[src/rtl/uart_core.sv]
// Full-duplex UART: programmable baud generator, Tx and Rx frame engines on one CPU clock.
// Frame: start, 7/8 data bits LSB first, optional odd/even parity, one stop bit.
module uart_core #(
   parameter int BASE_DIV    = 400,
   parameter int SYNC_STAGES = 2
) (
   input  logic       clk_CPU,
   input  logic       RST,
   input  logic       EN,
   input  logic [3:0] bitrate,
   input  logic       UART_WRITE,
   input  logic       UART_BITS,
   input  logic [1:0] UART_PARITY,
   input  logic [7:0] DATA_IN_Tx,
   input  logic       DATA_IN_Rx,
   output logic       DATA_OUT_Tx,
   output logic [9:0] DATA_OUT_Rx,
   output logic       UART_AVAIL,
   output logic       IRQ_Tx,
   output logic       IRQ_Rx,
   output logic       uart_clock
);
   localparam int CW = $clog2(BASE_DIV + 1);

   typedef enum logic [2:0] {TX_IDLE, TX_WAIT, TX_START, TX_DATA, TX_PARITY, TX_STOP} tx_state_e;
   typedef enum logic [2:0] {RX_IDLE, RX_START, RX_DATA, RX_PARITY, RX_STOP} rx_state_e;

   // ---------------- baud generator ----------------
   logic [2:0]    rate_sel;
   logic [CW-1:0] p_sel, p_cur, p_q, p_d, baud_cnt_q, baud_cnt_d;
   logic          baud_wrap, uart_clock_q, uart_clock_d;

   // The period is re-read from bitrate on the first count of every period, so a
   // change lands on the next wrap.
   always_comb begin
      // NOTE: every next-state value gets its hold value first, so no path can infer a latch.
      rate_sel     = bitrate[3] ? 3'd7 : bitrate[2:0];
      p_sel        = CW'(BASE_DIV >> rate_sel);
      p_cur        = (baud_cnt_q == '0) ? p_sel : p_q;
      baud_wrap    = EN && (baud_cnt_q == p_cur - CW'(1));
      p_d          = p_q;
      baud_cnt_d   = baud_cnt_q;
      if (EN) begin
         if (baud_cnt_q == '0) p_d = p_sel;
         baud_cnt_d = baud_wrap ? '0 : baud_cnt_q + CW'(1);
      end
      uart_clock_d = (baud_cnt_d == '0) || (baud_cnt_d < (p_d >> 1));
   end

   // NOTE: sequential state is written with non-blocking assignments only.
   always_ff @(posedge clk_CPU or posedge RST) begin
      if (RST) begin
         p_q          <= CW'(BASE_DIV);
         baud_cnt_q   <= '0;
         uart_clock_q <= 1'b0;
      end else begin
         p_q          <= p_d;
         baud_cnt_q   <= baud_cnt_d;
         uart_clock_q <= uart_clock_d;
      end
   end

   // ---------------- transmitter ----------------
   tx_state_e  tx_state_q, tx_state_d;
   logic [7:0] tx_data_q, tx_data_d;
   logic       tx_bits_q, tx_bits_d;
   logic [1:0] tx_par_q, tx_par_d;
   logic [2:0] tx_idx_q, tx_idx_d;
   logic       tx_line_q, tx_line_d, irq_tx_q, irq_tx_d;
   logic       tx_par_en, tx_par_bit;

   always_comb begin
      tx_state_d = tx_state_q;
      tx_data_d  = tx_data_q;
      tx_bits_d  = tx_bits_q;
      tx_par_d   = tx_par_q;
      tx_idx_d   = tx_idx_q;
      tx_line_d  = tx_line_q;
      irq_tx_d   = 1'b0;
      tx_par_en  = (tx_par_q == 2'b01) || (tx_par_q == 2'b10);
      tx_par_bit = (^tx_data_q) ^ (tx_par_q == 2'b01);
      case (tx_state_q)
         TX_IDLE: if (EN && UART_WRITE) begin
            tx_data_d  = UART_BITS ? DATA_IN_Tx : {1'b0, DATA_IN_Tx[6:0]};
            tx_bits_d  = UART_BITS;
            tx_par_d   = UART_PARITY;
            tx_state_d = TX_WAIT;
         end
         TX_WAIT: if (baud_wrap) begin
            tx_state_d = TX_START;
            tx_line_d  = 1'b0;
         end
         TX_START: if (baud_wrap) begin
            tx_state_d = TX_DATA;
            tx_idx_d   = 3'd0;
            tx_line_d  = tx_data_q[0];
         end
         TX_DATA: if (baud_wrap) begin
            if (tx_idx_q == {2'b11, tx_bits_q}) begin
               tx_state_d = tx_par_en ? TX_PARITY : TX_STOP;
               tx_line_d  = tx_par_en ? tx_par_bit : 1'b1;
            end else begin
               tx_idx_d  = tx_idx_q + 3'd1;
               tx_line_d = tx_data_q[tx_idx_d];
            end
         end
         TX_PARITY: if (baud_wrap) begin
            tx_state_d = TX_STOP;
            tx_line_d  = 1'b1;
         end
         TX_STOP: if (baud_wrap) begin
            tx_state_d = TX_IDLE;
            irq_tx_d   = 1'b1;
         end
         default: begin
            tx_state_d = TX_IDLE;
            tx_line_d  = 1'b1;
         end
      endcase
   end

   always_ff @(posedge clk_CPU or posedge RST) begin
      if (RST) begin
         tx_state_q <= TX_IDLE;
         tx_data_q  <= '0;
         tx_bits_q  <= 1'b0;
         tx_par_q   <= '0;
         tx_idx_q   <= '0;
         tx_line_q  <= 1'b1;
         irq_tx_q   <= 1'b0;
      end else begin
         tx_state_q <= tx_state_d;
         tx_data_q  <= tx_data_d;
         tx_bits_q  <= tx_bits_d;
         tx_par_q   <= tx_par_d;
         tx_idx_q   <= tx_idx_d;
         tx_line_q  <= tx_line_d;
         irq_tx_q   <= irq_tx_d;
      end
   end

   // ---------------- receiver ----------------
   logic [SYNC_STAGES-1:0] rx_sync_q;
   logic                   rx_s, rx_prev_q;
   rx_state_e  rx_state_q, rx_state_d;
   logic [CW-1:0] rx_cnt_q, rx_cnt_d, rx_p_q, rx_p_d;
   logic       rx_bits_q, rx_bits_d;
   logic [1:0] rx_par_q, rx_par_d;
   logic [2:0] rx_idx_q, rx_idx_d;
   logic [7:0] rx_data_q, rx_data_d;
   logic       rx_pbit_q, rx_pbit_d;
   logic [9:0] rx_out_q, rx_out_d;
   logic       irq_rx_q, irq_rx_d;
   logic       rx_par_en, rx_par_err, rx_sample;

   assign rx_s = rx_sync_q[SYNC_STAGES-1];

   always_comb begin
      rx_state_d = rx_state_q;
      rx_cnt_d   = rx_cnt_q;
      rx_p_d     = rx_p_q;
      rx_bits_d  = rx_bits_q;
      rx_par_d   = rx_par_q;
      rx_idx_d   = rx_idx_q;
      rx_data_d  = rx_data_q;
      rx_pbit_d  = rx_pbit_q;
      rx_out_d   = rx_out_q;
      irq_rx_d   = 1'b0;
      rx_par_en  = (rx_par_q == 2'b01) || (rx_par_q == 2'b10);
      rx_par_err = rx_par_en && ((^{rx_data_q, rx_pbit_q}) != (rx_par_q == 2'b01));
      rx_sample  = (rx_cnt_q == rx_p_q - CW'(1));
      if (EN) begin
         rx_cnt_d = rx_cnt_q + CW'(1);
         case (rx_state_q)
            RX_IDLE: begin
               rx_cnt_d = '0;
               if (rx_prev_q && !rx_s) begin
                  rx_state_d = RX_START;
                  rx_p_d     = p_sel;
                  rx_bits_d  = UART_BITS;
                  rx_par_d   = UART_PARITY;
                  rx_data_d  = '0;
               end
            end
            // Half a bit after the falling edge the line must still be low.
            RX_START: if (rx_cnt_q == (rx_p_q >> 1) - CW'(1)) begin
               rx_cnt_d   = '0;
               rx_idx_d   = 3'd0;
               rx_state_d = rx_s ? RX_IDLE : RX_DATA;
            end
            RX_DATA: if (rx_sample) begin
               rx_cnt_d            = '0;
               rx_data_d[rx_idx_q] = rx_s;
               if (rx_idx_q == {2'b11, rx_bits_q}) rx_state_d = rx_par_en ? RX_PARITY : RX_STOP;
               else                                rx_idx_d   = rx_idx_q + 3'd1;
            end
            RX_PARITY: if (rx_sample) begin
               rx_cnt_d   = '0;
               rx_pbit_d  = rx_s;
               rx_state_d = RX_STOP;
            end
            RX_STOP: if (rx_sample) begin
               rx_cnt_d   = '0;
               rx_out_d   = {~rx_s, rx_par_err, rx_data_q};
               irq_rx_d   = 1'b1;
               rx_state_d = RX_IDLE;
            end
            default: rx_state_d = RX_IDLE;
         endcase
      end
   end

   always_ff @(posedge clk_CPU or posedge RST) begin
      if (RST) begin
         rx_sync_q  <= '1;
         rx_prev_q  <= 1'b1;
         rx_state_q <= RX_IDLE;
         rx_cnt_q   <= '0;
         rx_p_q     <= CW'(BASE_DIV);
         rx_bits_q  <= 1'b0;
         rx_par_q   <= '0;
         rx_idx_q   <= '0;
         rx_data_q  <= '0;
         rx_pbit_q  <= 1'b0;
         rx_out_q   <= '0;
         irq_rx_q   <= 1'b0;
      end else begin
         rx_sync_q  <= (rx_sync_q << 1) | SYNC_STAGES'(DATA_IN_Rx);
         if (EN) rx_prev_q <= rx_s;
         rx_state_q <= rx_state_d;
         rx_cnt_q   <= rx_cnt_d;
         rx_p_q     <= rx_p_d;
         rx_bits_q  <= rx_bits_d;
         rx_par_q   <= rx_par_d;
         rx_idx_q   <= rx_idx_d;
         rx_data_q  <= rx_data_d;
         rx_pbit_q  <= rx_pbit_d;
         rx_out_q   <= rx_out_d;
         irq_rx_q   <= irq_rx_d;
      end
   end

   assign DATA_OUT_Tx = tx_line_q;
   assign UART_AVAIL  = (tx_state_q == TX_IDLE);
   assign IRQ_Tx      = irq_tx_q;
   assign IRQ_Rx      = irq_rx_q;
   assign DATA_OUT_Rx = rx_out_q;
   assign uart_clock  = uart_clock_q;

endmodule

[config.mk]
export PLATFORM = sky130hd
export DESIGN_NAME = uart_core
export DESIGN_NICKNAME = d
export VERILOG_FILES = /design/src/rtl/uart_core.sv
export SDC_FILE = /design/constraint.sdc
export NUM_CORES = 1
export LEC_CHECK = 0
export ABC_AREA = 0
export CORE_ASPECT_RATIO = 0.7
export CORE_MARGIN = 1.5
export CORE_UTILIZATION = 30
export CTS_BUF_LIST = sky130_fd_sc_hd__clkbuf_8
export DETAILED_ROUTE_END_ITERATION = 8
export HOLD_SLACK_MARGIN = 0.06
export SKIP_LAST_GASP = 1
export SLEW_MARGIN = 10
export SYNTH_ARGS = -nofsm -noshare
export SYNTH_HDL_FRONTEND = slang
export SYNTH_SLANG_ARGS = --single-unit
[constraint.sdc]
create_clock -name clk_CPU -period 4.9 [get_ports clk_CPU]
set_input_delay 1.225 -clock clk_CPU [delete_from_list [all_inputs] [get_ports clk_CPU]]
set_output_delay 1.225 -clock clk_CPU [all_outputs]
set_load 0.05 [all_outputs]
### Word-level counts from Yosys, hierarchy flattened

Cells that the tools add are included.
W data, S select, Z words.

| storage, ports and cells | value |
|---|---|
| register bits after elaboration | 88 |
| word-level logic and storage cells | 157 |
| input port bits | 20 |
| memory bits (read-only) | 0 |
| RAM bits | 0 |
| memories | 0 |
| bits in latches | 0 |

| cells by class | value |
|---|---|
| divide/modulo/power cells | 0 |
| bitwise logic cells | 4 |
| equality and inequality tests | 34 |
| $add $sub $neg | 7 |
| reductions and logical operators | 30 |
| $lt $le $gt $ge | 4 |
| shift-type cells | 1 |
| multipliers | 0 |
| mux-type cells | 54 |

Operators with widths:

| kind | number |
|---|---|
| $mux W3 | 20 |
| $mux W9 | 6 |
| $ne A2 B2 Y1 const B | 14 |
| $eq A9 B9 Y1 | 3 |
| $pmux W9 S3 | 1 |
| $mux W8 | 3 |
| $add A9 B1 Y9 const B | 2 |
| $logic_not A9 Y1 | 2 |
| $pmux W3 S6 | 1 |
| $sub A9 B1 Y9 const B | 2 |
| $pmux W8 S2 | 1 |
| $pmux W3 S5 | 1 |
| $mux W1 | 14 |
| $reduce_and A7 Y1 | 2 |
| $eq A3 B2 Y1 const B | 4 |
| $pmux W3 S2 | 2 |
| $reduce_and A5 Y1 | 2 |
| $eq A3 B3 Y1 const B | 3 |
| $lt A9 B8 Y1 | 1 |
| $reduce_and A3 Y1 | 3 |
| $reduce_xor A9 Y1 | 1 |
| $shr A9 B3 Y9 const A | 1 |
| $sub A8 B1 Y9 const B | 1 |
| $bwmux W8 | 1 |
| 26 further kinds | 43 |

### Longest topological paths before layout

Gate-level depths: netlist of the first run.

| depth | value |
|---|---|
| word-level depth | 10 |
| gate-level depth with buffers | 23 |
| mapped depth without buffers | 21 |

### Least setup slack after synthesis of the first run

No wires, ideal clock.

| timing path | value |
|---|---|
| path kind | input port to flip-flop |
| start point | input bitrate[3] |
| end point | register uart_clock_q, in the netlist uart_clock |
| arrival time | 4.926 ns |
| path slack | -0.090 ns |
| cell stages on the path | 22 |
| library setup time | 0.064 ns |
| buffers on the path | 2 |
| path through | clkbuf_1 > or2_2 > inv_1 > ha_1 > nor3_1 > a21oi_1 > ha_1 > o211a_1 > xnor3_1 > nor3b_1 > o2111ai_1 > nor3_2 > buf_2 > nor2_1 > ha_1 > a21o_1 > a21oi_1 > o21ai_0 > nand2_1 > a21oi_1 > o21ai_0 > a21o_1 |

| between the ends | value |
|---|---|
| cells in the longest elaborated chain, start to end | 10 |

RTL lines:

| element | line | text |
|---|---|---|
| start, declared | 10 | `input logic [3:0] bitrate,` |
| $mux W3 (*) | 37 | `rate_sel = bitrate[3] ? 3'd7 : bitrate[2:0];` |
| $shr A9 B3 Y9 (*) | 38 | `p_sel = CW'(BASE_DIV >> rate_sel);` |
| $mux W9 (*) | 39 | `p_cur = (baud_cnt_q == '0) ? p_sel : p_q;` |
| $sub A9 B1 Y9 (*) | 40 | `baud_wrap = EN && (baud_cnt_q == p_cur - CW'(1));` |
| $eq A9 B9 Y1 (*) | 40 |  |
| $logic_and A1 B1 Y1 (*) | 40 |  |
| $mux W9 (*) | 45 | `baud_cnt_d = baud_wrap ? '0 : baud_cnt_q + CW'(1);` |
| $mux W9 (*) | 43 | `if (EN) begin` |
| net baud_cnt_d[2] | 30 | `logic [CW-1:0] p_sel, p_cur, p_q, p_d, baud_cnt_q, baud_cnt_d;` |
| $lt A9 B8 Y1 / $logic_not A9 Y1 (equally long branches) | 47 | `uart_clock_d = (baud_cnt_d == '0) \|\| (baud_cnt_d < (p_d >> 1));` |
| $logic_or A1 B1 Y1 (*) | 47 |  |
| net uart_clock_d | 31 | `logic baud_wrap, uart_clock_q, uart_clock_d;` |
| end signal, assigned | 59 | `uart_clock_q <= uart_clock_d;` |
| end, declared | 31 |  |

Mark *: on every way through the listed nets, which the timed path passes. The rest lies on a longest branch.
A chain may end at the register's enable or synchronous reset.

### Worst setup path after layout of the first run

| timing path | value |
|---|---|
| start point | input bitrate[0] |
| end point | register uart_clock_q, in the netlist uart_clock |

Same word-level chain as after synthesis.

==> out/results.txt, run 1 <==
Startpoint types - input pin
Sink Count - 88
Number of routed nets with antenna violations - 0
Avg Inst Size Synth - 8.80 um2
Max Buffers Root-to-Sink - 2
Total buffers and inverters traversed by the critical path - 4
Count of flip-flops with a built-in enable after synthesis - 0
Clock Power Share - 15.2%
Fraction of power spent switching nets - 42.8%
Number of levels in the clock H-tree - 3
Share of the clock period used by the worst path - 95.1%
Max-slew violation total from the final report - 0
Post-synth top cells - sky130_fd_sc_hd__nand2_1, sky130_fd_sc_hd__dfrtp_1, sky130_fd_sc_hd__nor2_1, sky130_fd_sc_hd__xnor2_1, sky130_fd_sc_hd__o21ai_0
Mapped Nets - 708
Setup_tns - 0 ns
Post-layout minimum cycle time - 4.66 ns
Static Leakage - 0.00296 uW
Largest cells by area after synthesis - sky130_fd_sc_hd__dfrtp_1, sky130_fd_sc_hd__xnor2_1, sky130_fd_sc_hd__nand2_1
DR vias/cell - 4.88
Post-Route Skew - 0.0165 ns
HPWL after detailed placement - 10400 um
Classification of the worst-slack hold path - reg -> reg
Unique masters post-synth - 74
Nets - 744
Worst path top cell family by delay - compound AO/OA/AOI/OAI gates
First-pass iteration count of the detailed router - 7
Number of vias in the routed layout - 4740
Switching component of the power - 1520 uW
Number of primary I/O pins - 35
Max-Slew Margin vs Limit - 40.3%
Min-Delay Path Depth - 0
Run status - completed
Chip width - 170 um
Area leader, netlist - sky130_fd_sc_hd__dfrtp_1
Buffers on Ports - 34
Worst R2R Setup Slack - 0.71 ns
Hold WS - 0.387 ns
DRC violation count after routing - 0
Gr busiest metal - met1
Share of synthesized flip-flops with an asynchronous set or reset - 100%
Count leader, synth - sky130_fd_sc_hd__nand2_1
Stages on the worst setup path - 19
P per Cell Area - 517 mW/mm2
Power, Total - 3560 uW
Most used flip-flop cell after synthesis - sky130_fd_sc_hd__dfrtp_1
Series of cell instances along the critical path - clkdlybuf4s50_1 > or2_2 > inv_1 > ha_1 > or4b_2 > a211oi_2 > o21a_1 > xnor2_1 > and4b_1 > a211oi_2 > nor3_2 > buf_4 > buf_4 > nor2_2 > ha_1 > a211oi_2 > a21oi_1 > o21ai_1 > a21o_1
Detail-routed net length per standard cell - 14.5 um
Setup repair after global routing missed its margin - false
Critical path arrival - 4.97 ns
CP max FO - 6
Via count of the first global-routing pass - 4498
Fraction of the yosys area taken by sequential cells - 37.8%
Critical path class - in -> reg
Starting density of the core - 30.8%
Destination of the worst register-to-register timing path - uart_clock$_DFF_PP0_
Num CTS Buffers - 9
Most used cell along the critical path - sky130_fd_sc_hd__a211oi_2
Std cell rows - 42
GR met3 Demand/Resource - 2.80%
Gate power share - 49.5%
Initial drt markers - 269
Number of antenna violations at the first check in global routing - 0
Clock root buffer - sky130_fd_sc_hd__clkbuf_8
Die Footprint - 0.0204 mm2
Global-route usage over all layers - 14.6%
Relative contribution of sequential cells to total power - 35.3%
Max rail drop VDD - 0.187 mV
Clock transition time at the flip-flop clock pins of the worst setup and hold paths - 0.09 ns
Post-Synthesis Cell Area - 0.00586 mm2
Mapped Cells - 666
Clock tree from TritonCTS - done
Number of hold violations in the final report - 0
Endpoint of the worst hold-timing path - rx_sync_q[1]$_DFF_PP1_
Transition time at the pin with the least slew margin - 0.895 ns
Max Clock Freq - 215 MHz
Total wire length - 14000 um
Internal Pwr Total - 2040 uW
Register bit count reported by yosys - 88
Met1 usage in global routing - 23.3%
Wire length of the first global-routing pass - 23600 um
Count of yosys warnings during synthesis - 0
Worst reg2reg startpoint - baud_cnt_q[1]$_DFF_PP0_
RePlAce Congestion - 0.885
CP required - 5.21 ns
Capturing element type of the critical path - flip-flop
Die height - 120 um
Fraction of met2 tracks used by global routing - 20.0%
Cell count of the worst reg-to-reg path - 19
Layout overhead on the synthesized area - 17.5%
Worst path slowest cell - sky130_fd_sc_hd__or4b_2
Maximum number of pins on one net before global-route repair - 68
Clock insertion delay at the later pin of the skew report - 0.38 ns
Total grt overflow - 0
Ant. Diodes - 0
Min-delay src - rx_sync_q[0]$_DFF_PP1_
# hold bufs at CTS - 0
Max cap viols - 0
Area share of the leading cell type in the synthesized netlist - 33.3%
Longest individual stage delay on the worst path - 0.62 ns
# setup viols final - 0
Core area - 0.0190 mm2
Share of final-layout standard cells stronger than drive strength 1 - 16.4%
logic make-up (layout without fill, tap and decap cells):
logic type	Yosys count	after routing	share of synthesized area (%)
and+or+nand+nor	234	234	19.6
AOI/OAI and AO/OA	155	155	17.5
DFF	88	88	37.8
buffers and inverters	78	119	5.38
xor gates and xnor gates	57	57	8.75
muxes	32	32	6.34
adders and majority gates	22	22	4.69
area by class of cell:
class	instances	area, um2
fill	2009	12100
tap	264	330
inverter	35	134
sequential	88	2210
multi-input combinational	500	3400
clock buffer	10	138
timing repair buffer	68	601
clock inverter	6	75.1
cell usage in the layout, fill, tap and decap left out, types with 4 or more instances in the layout:
| cell type | netlist | final |
|---|---|---|
| sky130_fd_sc_hd__a211oi_1 | 7 | 4 |
| sky130_fd_sc_hd__a21o_1 | 7 | 7 |
| sky130_fd_sc_hd__a21oi_1 | 26 | 24 |
| sky130_fd_sc_hd__a31oi_1 | 7 | 7 |
| sky130_fd_sc_hd__and3_1 | 9 | 9 |
| sky130_fd_sc_hd__buf_4 | 2 | 34 |
| sky130_fd_sc_hd__clkbuf_8 | 0 | 10 |
| sky130_fd_sc_hd__clkdlybuf4s50_1 | 0 | 32 |
| sky130_fd_sc_hd__dfrtp_1 | 78 | 78 |
| sky130_fd_sc_hd__dfstp_2 | 10 | 10 |
| sky130_fd_sc_hd__ha_1 | 22 | 21 |
| sky130_fd_sc_hd__inv_1 | 35 | 34 |
| sky130_fd_sc_hd__mux2_2 | 17 | 17 |
| sky130_fd_sc_hd__mux2i_1 | 12 | 12 |
| sky130_fd_sc_hd__nand2_1 | 79 | 79 |
| sky130_fd_sc_hd__nand2b_1 | 5 | 5 |
| sky130_fd_sc_hd__nand3_1 | 19 | 19 |
| sky130_fd_sc_hd__nand3b_1 | 5 | 5 |
| sky130_fd_sc_hd__nand4_1 | 9 | 9 |
| sky130_fd_sc_hd__nor2_1 | 54 | 51 |
| sky130_fd_sc_hd__nor3_1 | 14 | 12 |
| sky130_fd_sc_hd__nor4_1 | 4 | 4 |
| sky130_fd_sc_hd__o211ai_1 | 5 | 5 |
| sky130_fd_sc_hd__o21a_1 | 8 | 8 |
| sky130_fd_sc_hd__o21ai_0 | 39 | 35 |
| sky130_fd_sc_hd__o21ai_1 | 12 | 16 |
| sky130_fd_sc_hd__o31ai_1 | 8 | 8 |
| sky130_fd_sc_hd__or2_2 | 6 | 5 |
| sky130_fd_sc_hd__or3_1 | 6 | 6 |
| sky130_fd_sc_hd__xnor2_1 | 41 | 41 |
| sky130_fd_sc_hd__xor2_1 | 15 | 15 |
routing by layer:
layer	share of wire, %	wire length, um
met5	0	0
met3	4.0	556
met4	0.51	71
met1	56	7860
met2	40	5550
power by group through the flow:
stage	combinational (uW)	sequential [uW]	clock, uW
floorplan	1480	1080	0
global placement	1680	1260	0
detailed placement	1690	1260	0
CTS	1720	1250	570
global route	1970	1300	598
finish	1760	1260	543
worst register-to-register path, cell delays in order (launching register included):
cell,delay (ns)
sky130_fd_sc_hd__dfrtp_1,0.43
sky130_fd_sc_hd__inv_1,0.10
sky130_fd_sc_hd__ha_1,0.19
sky130_fd_sc_hd__or4b_4,0.53
sky130_fd_sc_hd__nor2_2,0.14
sky130_fd_sc_hd__buf_4,0.21
sky130_fd_sc_hd__mux2i_1,0.35
sky130_fd_sc_hd__xnor3_1,0.39
sky130_fd_sc_hd__nor3b_2,0.23
sky130_fd_sc_hd__o2111ai_2,0.14
sky130_fd_sc_hd__nor3_2,0.12
sky130_fd_sc_hd__buf_4,0.16
sky130_fd_sc_hd__nor2_1,0.07
sky130_fd_sc_hd__ha_1,0.29
sky130_fd_sc_hd__nand3_1,0.08
sky130_fd_sc_hd__o21ai_1,0.21
sky130_fd_sc_hd__nand2_1,0.08
sky130_fd_sc_hd__a21oi_1,0.12
sky130_fd_sc_hd__o21ai_1,0.07
sky130_fd_sc_hd__a21o_1,0.17
state kept, by name (all words and copies together), names as in the netlist, 8 cells and up:
signal       cells
tx_data_q        8
rx_cnt_q         9
rx_p_q           9
baud_cnt_q       9
p_q              9
DATA_OUT_Rx     10
rx_data_q        8
metrics by stage:
step / worst slack, ns / util (%) / area [um2] / instances
floorplan: 0.00518 / - / 5880 / 666
global placement: -0.430 / 34.7 / 6610 / 953
detailed placement: -0.564 / 34.7 / 6610 / 953
CTS: 0.0102 / 36.0 / 6840 / 971
global route: 0.00366 / 36.2 / 6890 / 971
finish: 0.238 / 36.2 / 6890 / 971
timing repair:
item | in CTS | in global routing
setup buffers | 2 | 0
pin swaps | 2 | 9
resized for setup | 2 | 16
setup endpoints to repair | 1 | 1
how the worst max path moves through the flow:
stage          slack, ns       start              endpoint
2_1_floorplan      0.005  bitrate[3]  uart_clock$_DFF_PP0_
3_3_place_gp       -0.43  bitrate[3]  uart_clock$_DFF_PP0_
3_5_place_dp       -0.56  bitrate[3]  uart_clock$_DFF_PP0_
4_1_cts             0.01  bitrate[3]  uart_clock$_DFF_PP0_
5_1_grt            0.004  bitrate[0]  uart_clock$_DFF_PP0_
6_report            0.24  bitrate[0]  uart_clock$_DFF_PP0_
Note: power is estimated with default switching activity, not from simulation.
==> run 2: changes to the inputs <==
--- a/config.mk
+++ b/config.mk
@@ -12,6 +12,7 @@
 export CTS_BUF_LIST = sky130_fd_sc_hd__clkbuf_8
 export DETAILED_ROUTE_END_ITERATION = 8
 export HOLD_SLACK_MARGIN = 0.06
+export REMOVE_ABC_BUFFERS = 1
 export SKIP_LAST_GASP = 1
 export SLEW_MARGIN = 10
 export SYNTH_ARGS = -nofsm -noshare
==> run 2 against run 1 <==
Register-to-register slack got worse by 0.06 ns. Worst setup slack got worse by 0.021 ns. Utilization fell by 0.13 points. Critical endpoint unchanged. Largest cell class unchanged.
==> out/results.txt, run 2 (synthesis gave the netlist of run 1 again) <==
Run status - completed (unchanged)
Share of the clock period used by the worst path - 95.6% (was 95.1%)
DR vias/cell - 4.95 (was 4.88)
Critical path arrival - 5.00 ns (was 4.97 ns)
# setup viols final - 0 (unchanged)
Post-layout minimum cycle time - 4.68 ns (was 4.66 ns)
Starting density of the core - 30.8% (unchanged)
Number of routed nets with antenna violations - 0 (unchanged)
Global-route usage over all layers - 14.5% (was 14.6%)
Clock root buffer - sky130_fd_sc_hd__clkbuf_8 (unchanged)
Max cap viols - 0 (unchanged)
Cell count of the worst reg-to-reg path - 21 (was 19)
Wire length of the first global-routing pass - 23300 um (was 23600 um)
Buffers on Ports - 34 (unchanged)
HPWL after detailed placement - 10200 um (was 10400 um)
Max rail drop VDD - 0.186 mV (was 0.187 mV)
Sink Count - 88 (unchanged)
Classification of the worst-slack hold path - reg -> reg (unchanged)
Detail-routed net length per standard cell - 14.5 um (about the same)
Startpoint types - input pin (unchanged)
Max Clock Freq - 214 MHz (was 215 MHz)
Non-filler cells in the finished layout - 972 (was 971)
CP required - 5.22 ns (was 5.21 ns)
Chip width - 170 um (unchanged)
Clock tree from TritonCTS - done (unchanged)
Ant. Diodes - 0 (unchanged)
Post-layout utilization of the core - 36.1% (was 36.2%)
Beginning of the critical path - bitrate[1] (was bitrate[0])
Commonest cells after routing, fill and taps aside - sky130_fd_sc_hd__nand2_1, sky130_fd_sc_hd__dfrtp_1, sky130_fd_sc_hd__nor2_1 (unchanged)
Total wire length - 14100 um (was 14000 um)
Initial drt markers - 439 (was 269)
Non-Filler Cell Area, Final - 0.00687 mm2 (was 0.00689 mm2)
P per Cell Area - 513 mW/mm2 (was 517 mW/mm2)
Min-delay src - rx_sync_q[0]$_DFF_PP1_ (unchanged)
Nets - 745 (was 744)
Post-DP Area - 0.00659 mm2 (was 0.00661 mm2)
Layout overhead on the synthesized area - 17.1% (was 17.5%)
Num CTS Buffers - 9 (unchanged)
Number of vias in the routed layout - 4808 (was 4740)
Std cell rows - 42 (unchanged)
Number of levels in the clock H-tree - 3 (unchanged)
Destination of the worst register-to-register timing path - uart_clock$_DFF_PP0_ (unchanged)
Sequential cell area - 0.00221 mm2 (unchanged)
Setup slack after layout - 0.217 ns (was 0.238 ns)
Total grt overflow - 0 (unchanged)
Share of final-layout standard cells stronger than drive strength 1 - 16.0% (was 16.4%)
Worst reg2reg startpoint - baud_cnt_q[0]$_DFF_PP0_ (was baud_cnt_q[1]$_DFF_PP0_)
RePlAce Congestion - 0.864 (was 0.885)
Clock insertion delay at the later pin of the skew report - 0.38 ns (about the same)
Via count of the first global-routing pass - 4375 (was 4498)
Die Footprint - 0.0204 mm2 (unchanged)
Number of primary I/O pins - 35 (unchanged)
Filler cell count - 1969 (was 2009)
Worst R2R Setup Slack - 0.65 ns (was 0.71 ns)
Maximum number of pins on one net before global-route repair - 47 (was 68)
Number of hold violations in the final report - 0 (unchanged)
Most common cell after layout, fill and taps aside - sky130_fd_sc_hd__nand2_1 (unchanged)
Number of antenna violations at the first check in global routing - 0 (unchanged)
Max-Slew Margin vs Limit - 43.3% (was 40.3%)
Critical path class - in -> reg (unchanged)
Multi-input combinational cell area - 0.00339 mm2 (was 0.00340 mm2)
Max-slew violation total from the final report - 0 (unchanged)
Capturing element type of the critical path - flip-flop (unchanged)
First-pass iteration count of the detailed router - 5 (was 7)
Number of flip-flops in the largest register - 10 (unchanged)
Max Buffers Root-to-Sink - 2 (unchanged)
Core area - 0.0190 mm2 (unchanged)
CP max FO - 6 (unchanged)
Placed instance count - 953 (unchanged)
DRC violation count after routing - 0 (unchanged)
Hold WS - 0.346 ns (was 0.387 ns)
Clock transition time at the flip-flop clock pins of the worst setup and hold paths - 0.11 ns (was 0.09 ns)
Min-Delay Path Depth - 0 (unchanged)
CP Capture Point - uart_clock$_DFF_PP0_ (unchanged)
Static Leakage - 0.00294 uW (was 0.00296 uW)
Transition time at the pin with the least slew margin - 0.848 ns (was 0.895 ns)
Post-Route Skew - 0.0118 ns (was 0.0165 ns)
Worst slack, placed - -0.523 ns (was -0.564 ns)
Die height - 120 um (unchanged)
[run 2: cell types whose count changed in the layout (fill, tap and decap cells not counted), moves of 2 or more]
cell,delta
sky130_fd_sc_hd__a211oi_2,-2
sky130_fd_sc_hd__nor2_1,+2
sky130_fd_sc_hd__nor2_4,-2
sky130_fd_sc_hd__o21ai_1,-2
[run 2: final cells by class]
class | count | share of cell area [%]
sequential | 88 | 32.3
multi-input combinational | 500 | 49.3
tap | 264 | 4.81
clock inverter | 7 | 1.06
clock buffer | 9 | 1.80
timing repair buffer | 69 | 8.82
inverter | 35 | 1.93
[run 2: power by group]
group / internal [uW] / switching (uW) / total (uW)
clock network: 200 / 319 / 519
logic: 847 / 904 / 1750
registers: 929 / 326 / 1250
total: 1980 / 1550 / 3530
[run 2: routing by layer]
metal	GRT usage (%)	wire [um]
met5	0	0
met4	2.82	34
met3	3.17	577
met2	18.4	5410
met1	24.2	8040
[run 2: critical path, cell delays in order]
cell and delay (ns):
sky130_fd_sc_hd__clkdlybuf4s50_1 0.41, sky130_fd_sc_hd__or2_4 0.25, sky130_fd_sc_hd__ha_1 0.21, sky130_fd_sc_hd__or4b_2 0.63, sky130_fd_sc_hd__a211oi_2 0.20, sky130_fd_sc_hd__o21a_1 0.18, sky130_fd_sc_hd__xnor2_1 0.08, sky130_fd_sc_hd__and4b_1 0.23
sky130_fd_sc_hd__a211oi_4 0.22, sky130_fd_sc_hd__nor3_2 0.07, sky130_fd_sc_hd__buf_4 0.16, sky130_fd_sc_hd__buf_4 0.15, sky130_fd_sc_hd__nor2_1 0.14, sky130_fd_sc_hd__ha_1 0.24, sky130_fd_sc_hd__o21a_1 0.16, sky130_fd_sc_hd__o21ai_0 0.13
sky130_fd_sc_hd__a21oi_1 0.05, sky130_fd_sc_hd__o21ai_1 0.12, sky130_fd_sc_hd__a21o_1 0.12
[run 2: what timing repair did]
item / 4_1_cts / 5_1_grt
hold buffers: 0 / 0
hold endpoints to repair: 0 / 0
gates resized for setup: 3 / 12
setup buffers: 1 / 2
setup endpoints to repair: 1 / 1
pin swaps: 3 / 4
gates cloned: 0 / 0
[run 2: worst min-delay path by stage]
stage,slack (ns),end
CTS,0.35,rx_sync_q[1]$_DFF_PP1_
global route,0.34,rx_sync_q[1]$_DFF_PP1_
finish,0.35,rx_sync_q[1]$_DFF_PP1_
detailed placement,0.35,rx_sync_q[1]$_DFF_PP1_
floorplan,0.35,rx_sync_q[1]$_DFF_PP1_
global placement,0.35,rx_sync_q[1]$_DFF_PP1_
[run 2: stage by stage]
stage / total power (uW) / TNS (ns)
3_3_place_gp: 2920 / -0.463
6_report: 3530 / 0
3_5_place_dp: 2930 / -0.523
5_1_grt: 3830 / -0.0142
4_1_cts: 3480 / 0
2_1_floorplan: 2470 / -0.296
